$ cat src/rtl/ps2_tx.sv
// ps2_tx: host-to-device PS/2 transmitter.
// Runs request-to-send, shifts out 8 data bits + odd parity on device clock
// falling edges, releases the data line for the stop bit, samples the device
// acknowledge and waits for the device to release both lines. A watchdog
// aborts any transfer that stalls after request-to-send.
module ps2_tx #(
  parameter int INHIBIT_CYCLES = 5000,
  parameter int TIMEOUT_CYCLES = 1000000
) (
  input  logic       clk,
  input  logic       reset,
  input  logic       wr_ps2,
  input  logic [7:0] din,
  input  logic       ps2c_in,
  input  logic       ps2d_in,
  output logic       ps2c_oe,
  output logic       ps2d_oe,
  output logic       tx_idle,
  output logic       tx_done_tick,
  output logic       ack_err
);

  localparam int RW = $clog2(INHIBIT_CYCLES + 1);
  localparam int TW = $clog2(TIMEOUT_CYCLES + 1);

  typedef enum logic [2:0] {
    S_IDLE,
    S_RTS,
    S_START,
    S_DATA_END,
    S_STOP,
    S_WAIT_REL
  } state_t;

  state_t        state;
  logic [7:0]    filt;
  logic          fclk;
  logic          fall_edge;
  logic          ps2d_meta;
  logic          ps2d_s;
  logic [8:0]    shreg;
  logic [3:0]    n;
  logic [RW-1:0] rts_cnt;
  logic [TW-1:0] tmo_cnt;

  // Clock-line glitch filter and falling-edge detector. While we hold the
  // clock low ourselves the filter is parked at "high" so our own inhibit
  // pulse never looks like a device edge.
  always_ff @(posedge clk or negedge reset) begin
    // NOTE: sequential state uses non-blocking (<=) so every register in this
    // block samples the pre-edge values, independent of statement order.
    if (!reset) begin
      filt      <= 8'hFF;
      fclk      <= 1'b1;
      fall_edge <= 1'b0;
    end else if (ps2c_oe) begin
      filt      <= 8'hFF;
      fclk      <= 1'b1;
      fall_edge <= 1'b0;
    end else begin
      filt      <= {ps2c_in, filt[7:1]};
      fall_edge <= fclk && (filt == 8'h00);
      if (filt == 8'hFF)
        fclk <= 1'b1;
      else if (filt == 8'h00)
        fclk <= 1'b0;
    end
  end

  // Two-flop synchronizer for the asynchronous data pad.
  always_ff @(posedge clk or negedge reset) begin
    if (!reset) begin
      ps2d_meta <= 1'b1;
      ps2d_s    <= 1'b1;
    end else begin
      ps2d_meta <= ps2d_in;
      ps2d_s    <= ps2d_meta;
    end
  end

  // Transfer FSM with registered line drivers and status outputs.
  always_ff @(posedge clk or negedge reset) begin
    if (!reset) begin
      state        <= S_IDLE;
      shreg        <= '0;
      n            <= '0;
      rts_cnt      <= '0;
      tmo_cnt      <= '0;
      ps2c_oe      <= 1'b0;
      ps2d_oe      <= 1'b0;
      tx_idle      <= 1'b1;
      tx_done_tick <= 1'b0;
      ack_err      <= 1'b0;
    end else begin
      tx_done_tick <= 1'b0;
      case (state)
        S_IDLE: begin
          if (wr_ps2) begin
            shreg   <= {~^din, din};
            n       <= '0;
            rts_cnt <= '0;
            tmo_cnt <= '0;
            ps2c_oe <= 1'b1;
            tx_idle <= 1'b0;
            state   <= S_RTS;
          end else begin
            tx_idle <= 1'b1;
          end
        end

        S_RTS: begin
          rts_cnt <= rts_cnt + 1'b1;
          // Start bit goes low one cycle before the clock is let go.
          if (rts_cnt == RW'(INHIBIT_CYCLES - 2))
            ps2d_oe <= 1'b1;
          if (rts_cnt == RW'(INHIBIT_CYCLES - 1)) begin
            ps2c_oe <= 1'b0;
            tmo_cnt <= '0;
            state   <= S_START;
          end
        end

        default: begin
          if (tmo_cnt == TW'(TIMEOUT_CYCLES - 1)) begin
            ps2c_oe      <= 1'b0;
            ps2d_oe      <= 1'b0;
            ack_err      <= 1'b1;
            tx_done_tick <= 1'b1;
            state        <= S_IDLE;
          end else begin
            tmo_cnt <= tmo_cnt + 1'b1;
            case (state)
              S_START: begin
                if (fall_edge) begin
                  ps2d_oe <= ~shreg[0];
                  shreg   <= {1'b0, shreg[8:1]};
                  n       <= n + 1'b1;
                  if (n == 4'd8)
                    state <= S_DATA_END;
                end
              end
              S_DATA_END: begin
                if (fall_edge) begin
                  ps2d_oe <= 1'b0;
                  state   <= S_STOP;
                end
              end
              S_STOP: begin
                if (fall_edge) begin
                  ack_err <= ps2d_s;
                  state   <= S_WAIT_REL;
                end
              end
              S_WAIT_REL: begin
                if (fclk && ps2d_s) begin
                  tx_done_tick <= 1'b1;
                  state        <= S_IDLE;
                end
              end
              default: ;
            endcase
          end
        end
      endcase
    end
  end

endmodule
$ cat config.mk
export PLATFORM = sky130hd
export DESIGN_NAME = ps2_tx
export DESIGN_NICKNAME = d
export VERILOG_FILES = /design/src/rtl/ps2_tx.sv
export SDC_FILE = /design/constraint.sdc
export NUM_CORES = 1
export LEC_CHECK = 0
export CAP_MARGIN = 20
export CORE_MARGIN = 2
export CORE_UTILIZATION = 39
export CTS_CLUSTER_SIZE = 12
export DETAILED_ROUTE_END_ITERATION = 10
export DONT_BUFFER_PORTS = 1
export PLACE_DENSITY_LB_ADDON = 0.08
export SETUP_SLACK_MARGIN = 0.4
export SYNTH_ARGS = -nofsm -noshare
export SYNTH_HDL_FRONTEND = slang
export SYNTH_SLANG_ARGS = --single-unit
export TNS_END_PERCENT = 100
$ cat constraint.sdc
create_clock -name clk -period 1.79 [get_ports clk]
set_clock_uncertainty 0.05 [all_clocks]
set_input_delay 0.179 -clock clk [delete_from_list [all_inputs] [get_ports clk]]
set_output_delay 0.179 -clock clk [all_outputs]
set_load 0.02 [all_outputs]
* Word-level counts from Yosys, hierarchy flattened
Cells that the tools add are included.
** Storage, ports and cells
- Register bits after elaboration :: 66
- Input bits :: 13
- Word-level logic and storage cells :: 115
** Cells by class
- Add/sub/neg operators :: 3
- Equality and inequality tests :: 22
- Multiplexer cells :: 49
- Bitwise logic cells :: 4
- Reduce and logical (&&, ||, !) cells :: 22
** Operator list (count)
- 2-to-1 mux 20 bit :: 3
- case mux 20 bit (2 select lines) :: 1
- 2-to-1 mux 9 bit :: 4
- == test 13 bit (second input constant) :: 2
- case mux 13 bit (2 select lines) :: 1
- 2-to-1 mux 3 bit :: 8
- adder 20 x 1 -> 20 bit (second input constant) :: 1
- == test 20 bit (second input constant) :: 1
- inequality test 5 bit (second input constant) :: 4
- 2-to-1 mux 1 bit :: 19
- case mux 9 bit (2 select lines) :: 1
- 2-to-1 mux 4 bit :: 4
- adder 13 x 1 -> 13 bit (second input constant) :: 1
- 2-to-1 mux 13 bit :: 1
- case mux 3 bit (4 select lines) :: 1
- AND reduction 5 bit :: 2
- nonzero test 2 bit :: 5
- AND reduction 3 bit :: 3
- == test 8 bit (second input constant) :: 1
- logical NOT 8 bit :: 1
- 2-to-1 mux 8 bit :: 1
- inequality test 4 bit (second input constant) :: 2
- case mux 4 bit (2 select lines) :: 1
- AND reduction 8 bit :: 1
- other kinds (20) :: 31

* Longest topological paths before layout
Gate-level depths: netlist of the first run.
- Depth after elaboration :: 6
- Depth in mapped cells :: 8
- Mapped depth without buffers :: 7

* Least setup slack after synthesis of the first run
OpenSTA, ideal clock, no wires.
- Path kind :: reg-to-reg
- Start point :: register tmo_cnt[0]
- End point :: register tmo_cnt[2]
- Library setup time :: 144 ps
- Data arrival time :: 1701 ps
- Data required time :: 1596 ps
- Path slack :: -105 ps
- Stages on the path, launching flop included :: 9
- Buffers on the path :: 2
- Period minus slack after synthesis :: 1895 ps
- Cell sequence :: dfrtp_1 > ha_1 > nand4_2 > or2_4 > or2_1 > buf_2 > buf_6 > a31oi_1 > a31oi_1
** Between the ends
- Word-level cells in the longest chain between the ends :: 3
- Elaborated cells between the ends (all ways) :: 6
- Classes of those cells :: add/sub (1); eq/ne (2); mux (2); reduce/logical (1)
** Ends and longest elaborated chain
- from (decl) :: line 44 : logic [TW-1:0] tmo_cnt;
- from (signal assigned) :: line 131 : tmo_cnt <= tmo_cnt + 1'b1;
- adder 20 x 1 -> 20 bit or == test 20 bit (tied branches) :: line 131, 124
- 2-to-1 mux 20 bit or inequality test 3 x 1 -> 1 bit (tied branches)
- case mux 20 bit (2 select lines) or AND reduction 3 bit (tied branches)
Several ways; a longest one is shown, not always the timed one. The select of a mux whose other input is x is not followed.
A chain may end at the register's enable or synchronous reset.

* Worst setup path in the final report of the first run
- Start point :: register state[0]
- End point :: register shreg[0]
** Between the ends
- Word-level cells in the longest chain between the ends :: 3
- Elaborated cells between the ends (all ways) :: 10
- Classes of those cells :: eq/ne (4); mux (1); bitwise (1); reduce/logical (4)
** Ends and longest elaborated chain
- from (decl) :: line 35 : state_t state;
- from (signal assigned) :: line 84 : state <= S_IDLE;
- from (signal assigned) :: line 105 : state <= S_RTS;
- from (signal assigned) :: line 119 : state <= S_START;
- == test 3 x 2 -> 1 bit (tied with other cells) :: line 132 : case (state)
- nonzero test 2 bit (no source line) (tied with other cells)
- AND reduction 5 bit (no source line)
- to (signal assigned) :: line 99 : shreg <= {~^din, din};
- to (signal assigned) :: line 136 : shreg <= {1'b0, shreg[8:1]};
- to (decl) :: line 41 : logic [8:0] shreg;
Several ways; a longest one is shown, not always the timed one.

==> summary.md, run 1 <==
| Metric | Value |
|---|---|
| Logic depth of the worst path, buffers included | `5` |
| Die boundary height | `98.27 µm` |
| Layout fillers | `744` |
| Worst-path clk slew | `0.08 ns` |
| Register area share after synthesis | `48.09%` |
| Drt pass-1 iters | `4` |
| Diodes inserted | `0` |
| Inst Count DP | `502` |
| Slew of the pin with the lowest slew margin | `0.4033 ns` |
| Synth-to-layout area growth | `44.58%` |
| Area of the core | `8678 µm²` |
| Share of layout cells above drive strength 1 | `49.89%` |
| Status | `finished with violations` |
| Placer Congestion | `0.8264` |
| Syn nets | `369` |
| Largest cells by area after synthesis | `dfrtp_1 (39%), dfstp_2 (9.1%), o21ai_0 (5.3%)` |
| R2R cell count | `5` |
| PwrDens | `570.1 nW/µm²` |
| Hold-fix buffers, CTS | `3` |
| Crit-path cells | `nand2b_4, or3b_4, o21ai_4, buf_12, mux2_2` |
| Worst reg2reg path endpoint | `shreg[0]` |
| Setup WS post-layout | `-0.01515 ns` |
| Post-synthesis cell type count | `57` |
| Number of global-route vias before repair | `3,067` |
| Die ar. | `9657 µm²` |
| First-pass GRT wire length | `15.36 mm` |
| Max incr delay on CP | `0.42 ns` |
| Post-DP HPWL | `5.435 mm` |
| Most frequent cells in the layout | `buf_4 (59), dfrtp_1 (53), nand2_1 (22), buf_6 (22), o21ai_1 (19)` |
| CTS root buffer | `clkbuf_8` |
| Final Hold Viols | `66` |
| Grt total ovfl | `0` |
| Worst skew pair latency | `0.34 ns` |
| Post-synthesis area per instance | `9.874 µm²` |
| # setup viols final | `8` |
| Final net count | `458` |
| Fin. max-slew vios | `0` |
| Slowest CP cell | `or3b_4` |
| Max-Cap Viols | `0` |
| DRT antenna net count | `0` |
| Worst r2r src | `state[0]` |
| Final Critical Period | `1.805 ns` |
| Final Non-Filler Cells | `553` |
| Post-DR wirelength/cell | `16.84 µm` |
| Synthesized area | `3466 µm²` |
| Failing checks | `hold timing, setup timing` |
| CP required | `1.96 ns` |
| Num ports | `18` |
| Storage element area | `1668 µm²` |
| Final Cycle Share | `100.8%` |
| Tightest Hold Check Type | `input port to asynchronous set/reset pin` |
| Initial antenna violation count | `0` |
| Tot Pwr | `2.857 mW` |
| Peak VDD IR | `388.1 µV` |
| Worst setup EP type | `flop` |
| Worst Path Arrival | `1.98 ns` |
| CTS Sinks | `66` |
| Worst Setup Start Kind | `flop` |
| Via-to-Cell Ratio | `5.555` |
| Row count | `34` |
| # DRC | `0` |
| Hold_ws | `-0.5233 ns` |
| Via Count | `3,072` |
| IO buf count | `0` |
| GRT Total Usage | `19.77%` |
| Headroom to the max-slew limit | `73.11%` |
| CTS Buffer Depth | `2` |
| Unrepaired setup endpoints after global routing | `yes` |
| Ys flop type | `dfrtp_1` |
| Synth Register Bits | `66` |
| Yosys warnings | `0` |
| Worst Setup SP | `state[0]` |
| H-Tree Level Count | `3` |
| Area leader, netlist | `dfrtp_1` |
| Synth Instances | `351` |
| Reg-to-reg slack, setup | `-0.02 ns` |
| Initial Utilization | `39.94%` |
| Commonest non-fill, non-tap cell in the layout | `buf_4` |
| Largest net degree at the start of global routing | `67` |
| CP Class | `flop to flop` |
| Crit path buffers/inverters | `1` |
| Pleak | `2.202 nW` |
| CTS tree | `yes` |
| EDFF count, synth | `0` |
| Share of the synthesized area in the top cell type | `38.99%` |
| Die X | `98.27 µm` |
| FMAX | `554.0 MHz` |
| Multi-input gate area | `2127 µm²` |
| Post-route setup TNS | `-0.08803 ns` |
| Async S/R FF share, synth | `100.0%` |
| Final WL | `9.311 mm` |
| First-iteration detailed-routing DRC count | `147` |
| Total CTS buffers | `9` |
| Crit path max-delay family | `simple AND/OR/NAND/NOR gates` |
| CP max FO | `9` |
layer usage:
metal,vias to the layer above,part of all wire [%],GRT usage [%]
met2,54,49,31.77
met4,0,1.8,6.849
met1,1528,47,27.21
met5,-,0,0
met3,11,2.9,3.364
li1,1479,-,-
cells in the mapped netlist (3+ instances only):
master    count
ha_1          5
and3_1        4
nor3_1        7
nand4_1       7
inv_1        10
mux2i_1       7
clkbuf_1      9
or2_2         9
nor4b_1       3
dfstp_2      12
o211ai_1      5
mux2_2       14
dfrtp_1      54
a31oi_1      15
o31ai_1       6
nand3_1      16
buf_2         4
o21ai_0      37
nand2_1      34
o21ai_1       4
nor2_1       16
xnor2_1       6
a21oi_1      21
final cells by class:
cell class | count | share of cell area [%]
Inverter | 10 | 0.7491
Clock buffer | 11 | 2.821
Clock inverter | 5 | 1.074
Multi-Input combinational cell | 263 | 42.45
Timing Repair Buffer | 90 | 16.93
Tap cell | 108 | 2.697
Sequential cell | 66 | 33.28
sequential cells by signal (all words and copies together) (netlist names):
register / flops
ack_err: 1
fall_edge: 1
fclk: 1
filt: 8
n: 4
ps2c_oe: 1
ps2d_meta: 1
ps2d_oe: 1
ps2d_s: 1
rts_cnt: 13
shreg: 9
state: 3
tmo_cnt: 20
tx_done_tick: 1
tx_idle: 1
cell families after synthesis:
logic type                 Yosys count  share of synthesized area (%)
xor gates and xnor gates             8                          2.022
muxes                               23                          7.220
and+or+nand+nor                    122                          20.04
DFF                                 66                          48.09
adders and majority gates            5                          1.805
AOI/OAI and AO/OA                  102                          17.55
buffers and inverters               25                          3.285
worst max-delay path by stage:
stage | end | slack, ns
floorplan | shreg[0] | -0.04
global placement | tmo_cnt[5] | -0.05
detailed placement | tmo_cnt[5] | -0.07
CTS | shreg[4] | -0.02
global route | shreg[5] | -0.10
finish | shreg[0] | -0.02
report_power, final:
part           total, mW  switching (mW)  internal (mW)  leakage [nW]
combinational     0.0566          0.0234         0.0332          1.32
clock               1.27           0.592          0.678         0.103
sequential          1.53          0.0123           1.52         0.775
total               2.86           0.628           2.23          2.20
what timing repair did:
| action | 4_1_cts | 5_1_grt |
|---|---|---|
| gates resized for setup | 85 | 41 |
| endpoints found under the hold margin | 70 | 66 |
| pin swaps | 34 | 19 |
| gates cloned | 4 | 1 |
| setup endpoints to repair | 54 | 53 |
| setup buffers | 17 | 10 |
per-stage QoR:
step           cell area [µm²]  hold WS (ns)  setup slack, ns  utilization [%]
3_3_place_gp              4038       -0.1634         -0.05435            46.53
5_1_grt                   5011       -0.5421          -0.1037            57.74
6_report                  5011       -0.5233         -0.01515            57.74
2_1_floorplan             3552       -0.1666         -0.03910                -
3_5_place_dp              4038       -0.1633         -0.06707            46.53
4_1_cts                   4773       -0.5311         -0.01814            55.00
Note: power is estimated with default switching activity, not from simulation.
==> run 2: changes to the inputs <==
--- a/config.mk
+++ b/config.mk
@@ -6,6 +6,7 @@
 export NUM_CORES = 1
 export LEC_CHECK = 0
 export CAP_MARGIN = 20
+export CORE_ASPECT_RATIO = 0.6
 export CORE_MARGIN = 2
 export CORE_UTILIZATION = 39
 export CTS_CLUSTER_SIZE = 12
==> summary.md, run 2 (synthesis gave the netlist of run 1 again) <==
| Metric | Value |
|---|---|
| PwrDens | `660.6 nW/µm² (+16%)` |
| Share of layout cells above drive strength 1 | `50.77% (+0.88 points)` |
| Psw | `0.6520 mW (+3.8%)` |
| Initial Utilization | `40.51% (+0.57 points)` |
| Number of global-route vias before repair | `3,074 (+0.23%)` |
| Via Count | `3,155 (+2.7%)` |
| Final net count | `466 (+1.7%)` |
| Num ports | `18 (unchanged)` |
| First-iteration detailed-routing DRC count | `207 (+41%)` |
| # setup viols final | `12 (+4)` |
| Grt total ovfl | `0 (unchanged)` |
| Failing checks | `hold timing, setup timing` |
| Worst skew pair latency | `0.33 ns (about the same)` |
| Via-to-Cell Ratio | `5.584 (+0.52%)` |
| Register share of total power | `43.8% (-9.8 points)` |
| Peak VDD IR | `401.0 µV (+3.3%)` |
| Tot Pwr | `3.504 mW (+23%)` |
| CTS Sinks | `66 (unchanged)` |
| Hold_ws | `-0.5076 ns (+0.01570 ns)` |
| Max reg flops | `20 (unchanged)` |
| Internal power | `2.852 mW (+28%)` |
| Unrepaired setup endpoints after global routing | `yes` |
| Storage element area | `1668 µm² (unchanged)` |
| Biggest register | `tmo_cnt` |
| First-pass GRT wire length | `16.60 mm (+8.1%)` |
| Commonest non-fill, non-tap cell in the layout | `buf_4` |
| Post-DP HPWL | `6.074 mm (+12%)` |
| Setup WS post-layout | `-0.1254 ns (-0.1102 ns)` |
| Most frequent cells in the layout | `buf_4 (66), dfrtp_1 (53), o21ai_1 (24)` |
| Final Critical Period | `1.915 ns (+0.1102 ns)` |
| Max-Cap Viols | `0 (unchanged)` |
| Largest net degree at the start of global routing | `67 (unchanged)` |
| Final WL | `10.65 mm (+14%)` |
| Worst Path Arrival | `2.08 ns (+0.10 ns)` |
| CTS root buffer | `clkbuf_16` |
| GRT Total Usage | `22.16% (+2.4 points)` |
| Die boundary height | `77.02 µm (-22%)` |
| Sw Share | `18.61% (-3.4 points)` |
| Row count | `26 (-24%)` |
| CP max FO | `5 (-4)` |
| Hold-fix buffers, CTS | `3 (unchanged)` |
| CP Class | `flop to flop` |
| Synth-to-layout area growth | `53.03%` |
| CTS Buffer Depth | `2 (unchanged)` |
| H-Tree Level Count | `3 (unchanged)` |
| Area of the core | `8556 µm² (-1.4%)` |
| Worst setup EP type | `flop` |
| Worst Setup Start Kind | `flop` |
| Combinational share of power | `1.6% (-0.4 points)` |
| FMAX | `522.1 MHz (-5.8%)` |
| Tightest Hold Check Type | `input port to asynchronous set/reset pin` |
| # DRC | `0 (unchanged)` |
| Die X | `125.7 µm (+28%)` |
| CP required | `1.95 ns (about the same)` |
| Pleak | `2.308 nW (+4.8%)` |
| Worst Setup SP | `tmo_cnt[6]` |
| Biggest regs | `tmo_cnt (20), rts_cnt (13), shreg (9)` |
| Diodes inserted | `0 (unchanged)` |
| Clock power frac | `54.6% (+10 points)` |
| Total CTS buffers | `9 (unchanged)` |
| Final Hold Viols | `66 (unchanged)` |
| Die ar. | `9681 µm² (+0.25%)` |
| Drt pass-1 iters | `5 (+1)` |
| DRT antenna net count | `0 (unchanged)` |
| Finished Core Util | `61.99% (+4.2 points)` |
| Worst r2r src | `tmo_cnt[6]` |
| Status | `finished with violations` |
| Headroom to the max-slew limit | `74.77% (+1.7 points)` |
| IO buf count | `0 (unchanged)` |
| Initial antenna violation count | `0 (unchanged)` |
| Fin. max-slew vios | `0 (unchanged)` |
| Slew of the pin with the lowest slew margin | `0.3771 ns (-0.02616 ns)` |
| Worst-path clk slew | `0.05 ns (-0.03 ns)` |
| Placer Congestion | `0.8022 (-2.9%)` |
| CTS tree | `yes` |
| Final Cycle Share | `107.0% (+6.2 points)` |
| Post-DR wirelength/cell | `18.85 µm (+12%)` |
| Layout fillers | `678 (-8.9%)` |
| Multi-input gate area | `2182 µm² (+2.6%)` |
-- run 2: worst paths after layout --
check / cells after the start / slack [ns] / end
min in group clk: 3 / 0.03 / rts_cnt[4]
max in group asynchronous: 0 / 2.00 / filt[2]
worst max-delay path: 7 / -0.13 / tmo_cnt[19]
worst min-delay path: 0 / -0.51 / shreg[5]
worst min register to register: 0 / 0.30 / ps2d_s
worst max register to register: 7 / -0.13 / tmo_cnt[19]
-- run 2: power by group through the flow --
stage	Sequential, mW	Combinational [mW]	Clock, mW
after global routing	1.54	0.0616	2.02
after detailed placement	1.56	0.0473	0
after CTS	1.53	0.0543	1.95
final	1.54	0.0552	1.91
after global placement	1.56	0.0467	0
after floorplan	1.55	0.0421	0
-- run 2: timing repair --
| action | 4_1_cts | 5_1_grt |
|---|---|---|
| pin swaps | 15 | 33 |
| resized for setup | 69 | 66 |
| cloned | 7 | 1 |
| endpoints found under the setup margin | 54 | 55 |
| hold endpoints to repair | 70 | 66 |
| buffers inserted | 8 | 20 |
-- run 2: final cells by class --
type | instances | share of cell area, %
Clock buffer | 14 | 4.978
Clock inverter | 2 | 1.132
Inverter | 10 | 0.7077
Multi-Input combinational cell | 264 | 41.14
Sequential cell | 66 | 31.45
Tap cell | 112 | 2.642
Timing Repair Buffer | 97 | 17.95
-- run 2: metal layers --
metal	vias up	wire length, µm	track usage [%]
met3	10	624	5.234
met4	0	89	6.000
li1	1494	-	-
met2	77	4493	30.65
met1	1574	5445	34.22
met5	-	0	0
-- run 2: worst max-delay path: stages (launching register included) --
cell     delay, ns
dfrtp_1       0.41
buf_4         0.13
buf_6         0.11
nand4_1       0.20
nor4_4        0.36
and2_4        0.21
a21oi_1       0.06
a211o_1       0.27
-- run 2: per-stage QoR --
| step | worst slack [ns] | setup TNS [ns] | hold WS, ns | instances | cell area [µm²] |
|---|---|---|---|---|---|
| after floorplan | -0.03910 | -0.3546 | -0.1666 | 351 | 3552 |
| after global placement | -0.03917 | -0.2016 | -0.1656 | 510 | 4073 |
| after detailed placement | -0.07879 | -0.4822 | -0.1658 | 510 | 4073 |
| after CTS | -0.02254 | -0.08094 | -0.5157 | 544 | 4863 |
| after global routing | -0.1786 | -1.868 | -0.5245 | 565 | 5304 |
| final | -0.1254 | -0.6973 | -0.5076 | 565 | 5304 |
==> run 3: changes to the inputs <==
--- a/config.mk
+++ b/config.mk
@@ -11,8 +11,8 @@
 export CORE_UTILIZATION = 39
 export CTS_CLUSTER_SIZE = 12
 export DETAILED_ROUTE_END_ITERATION = 10
-export DONT_BUFFER_PORTS = 1
 export PLACE_DENSITY_LB_ADDON = 0.08
+export RECOVER_POWER = 100
 export SETUP_SLACK_MARGIN = 0.4
 export SYNTH_ARGS = -nofsm -noshare
 export SYNTH_HDL_FRONTEND = slang
==> summary.md, run 3 (synthesis gave the netlist of run 1 again) <==
| Metric | Value |
|---|---|
| Area of placed instances | `4220 µm² (+3.6%)` |
| Die ar. | `9681 µm² (unchanged)` |
| Slowest CP cell | `or4_4` |
| Final Cycle Share | `102.5% (-4.5 points)` |
| Worst-path clk slew | `0.05 ns (about the same)` |
| Crit-path cells | `ha_4, nand4_4, or2_4, nor2_2, buf_4, or4_4, a21boi_2` |
| Post-DR wirelength/cell | `17.13 µm (-9.1%)` |
| Most frequent cells in the layout | `buf_4 (56), dfrtp_1 (53), nand2_1 (25)` |
| Post-DP HPWL | `6.133 mm (+0.97%)` |
| Post-route setup TNS | `-0.09136 ns (+0.6059 ns)` |
| Via-to-Cell Ratio | `5.384 (-3.6%)` |
| Crit path buffers/inverters | `1 (-1)` |
| Synth-to-layout area growth | `45.16%` |
| CTS tree | `yes` |
| Final WL | `9.645 mm (-9.5%)` |
| Via Count | `3,031 (-3.9%)` |
| Max incr delay on CP | `0.51 ns (+0.10 ns)` |
| Unrepaired setup endpoints after global routing | `yes` |
| Worst slack, placed | `-0.07684 ns (+0.001952 ns)` |
| Initial antenna violation count | `0 (unchanged)` |
| Worst Path Arrival | `2.04 ns (-0.04 ns)` |
| Biggest register | `tmo_cnt` |
| Headroom to the max-slew limit | `37.91% (-37 points)` |
| H-Tree Level Count | `3 (unchanged)` |
| Commonest non-fill, non-tap cell in the layout | `buf_4` |
| R2R cell count | `7 (unchanged)` |
| Crit path max-delay family | `simple AND/OR/NAND/NOR gates` |
| Share of layout cells above drive strength 1 | `42.57% (-8.2 points)` |
| Row count | `26 (unchanged)` |
| First-pass GRT wire length | `15.92 mm (-4.1%)` |
| Final net count | `464 (-0.43%)` |
| Fin. max-slew vios | `0 (unchanged)` |
| Biggest regs | `tmo_cnt (20), rts_cnt (13), shreg (9)` |
| Final Non-Filler Cells | `563 (-0.35%)` |
| Inst Count DP | `523 (+2.5%)` |
| Final Cell Area | `5031 µm² (-5.1%)` |
| Placer Congestion | `0.8333 (+3.9%)` |
| Die X | `125.7 µm (unchanged)` |
| # DRC | `0 (unchanged)` |
| Peak VDD IR | `492.8 µV (+23%)` |
| First-iteration detailed-routing DRC count | `174 (-16%)` |
| CTS Buffer Depth | `2 (unchanged)` |
| Pleak | `2.238 nW (-3.0%)` |
| Final Critical Period | `1.835 ns (-0.08005 ns)` |
| Reg-to-reg slack, setup | `-0.05 ns (+0.08 ns)` |
| Min-Delay Path Depth | `0` |
| Finished Core Util | `58.80% (-3.2 points)` |
| Drt pass-1 iters | `4 (-1)` |
| Status | `finished with violations` |
| Hold_ws | `0.2993 ns (+0.8069 ns)` |
| FMAX | `544.9 MHz (+4.4%)` |
| Final Hold Viols | `0 (-100%)` |
| CP max FO | `7 (+2)` |
| # setup viols final | `9 (-3)` |
| Diodes inserted | `0 (unchanged)` |
| Grt total ovfl | `0 (unchanged)` |
| PwrDens | `706.0 nW/µm² (+6.9%)` |
| CTS Sinks | `66 (unchanged)` |
| Setup WS post-layout | `-0.04533 ns (+0.08005 ns)` |
| Die boundary height | `77.02 µm (unchanged)` |
| GRT Total Usage | `21.18% (-0.99 points)` |
| CP Class | `flop to flop` |
| Failing checks | `setup timing` |
| Max-Cap Viols | `0 (unchanged)` |
| DRT antenna net count | `0 (unchanged)` |
| CP required | `2.00 ns (+0.05 ns)` |
| Largest net degree at the start of global routing | `67 (unchanged)` |
| Slew of the pin with the lowest slew margin | `0.9314 ns (+0.5543 ns)` |
| Tightest Hold Check Type | `flop to flop` |
| CTS root buffer | `clkbuf_16` |
| Num ports | `18 (unchanged)` |
| IO buf count | `17 (+17)` |
| Area of the core | `8556 µm² (unchanged)` |
| Tot Pwr | `3.552 mW (+1.4%)` |
| Worst Setup Start Kind | `flop` |
| Initial Utilization | `40.51% (unchanged)` |
| Worst setup EP type | `flop` |
| Max reg flops | `20 (unchanged)` |
| Logic depth of the worst path, buffers included | `7 (unchanged)` |
| Worst skew pair latency | `0.33 ns (about the same)` |
| Total CTS buffers | `9 (unchanged)` |
| Number of global-route vias before repair | `2,999 (-2.4%)` |
-- run 3: cell count changes in the layout (fill, tap and decap cells not counted), sizes merged, moves of 2 or more --
cell / delta
buf: -16
bufbuf: -2
clkdlybuf4s50: +10
clkinv: +4
dlygate4sd2: +4
-- run 3: area by class of cell --
cell class	count	area, µm²
clock inverters	6	80.08
repair buffers	96	834.6
flip-flops and latches	66	1668
inverters	10	37.54
fillers	727	3525
multi-input cells	263	2032
well taps	112	140.1
clock buffers	10	239.0
-- run 3: power breakdown --
group          switching (mW)  internal [mW]
clock                   0.658           1.25
combinational          0.0625         0.0526
sequential             0.0121           1.52
-- run 3: repair_timing --
action,4_1_cts,5_1_grt
endpoints found under the hold margin,54,0
endpoints found under the setup margin,58,53
pin swaps,23,25
buffers inserted,17,1
cloned,4,1
hold buffers,1,0
resized for setup,54,51
-- run 3: metal layers --
| layer | wire length, µm | global-route usage [%] | share of wire, % |
|---|---|---|---|
| met2 | 3960 | 28.38 | 41 |
| met3 | 544 | 5.443 | 5.6 |
| met1 | 5047 | 33.27 | 52 |
| met4 | 93 | 5.556 | 0.96 |
| met5 | 0 | 0 | 0 |
-- run 3: worst register-to-register path: cells and delay by family (launching register included) --
family,cells,cell delay [ns]
fa+ha+maj,1,0.18
flops,1,0.41
simple gates,4,0.81
compound gates,1,0.15
buf+inv,1,0.16
-- run 3: path summary, 6_finish.rpt --
check	startpoint	endpoint
max in group asynchronous	reset	tmo_cnt[12]
worst min-delay path	ps2d_meta	ps2d_s
worst max register to register	tmo_cnt[1]	n[3]
worst max-delay path	tmo_cnt[1]	n[3]
min in group asynchronous	reset	shreg[3]
worst min register to register	ps2d_meta	ps2d_s
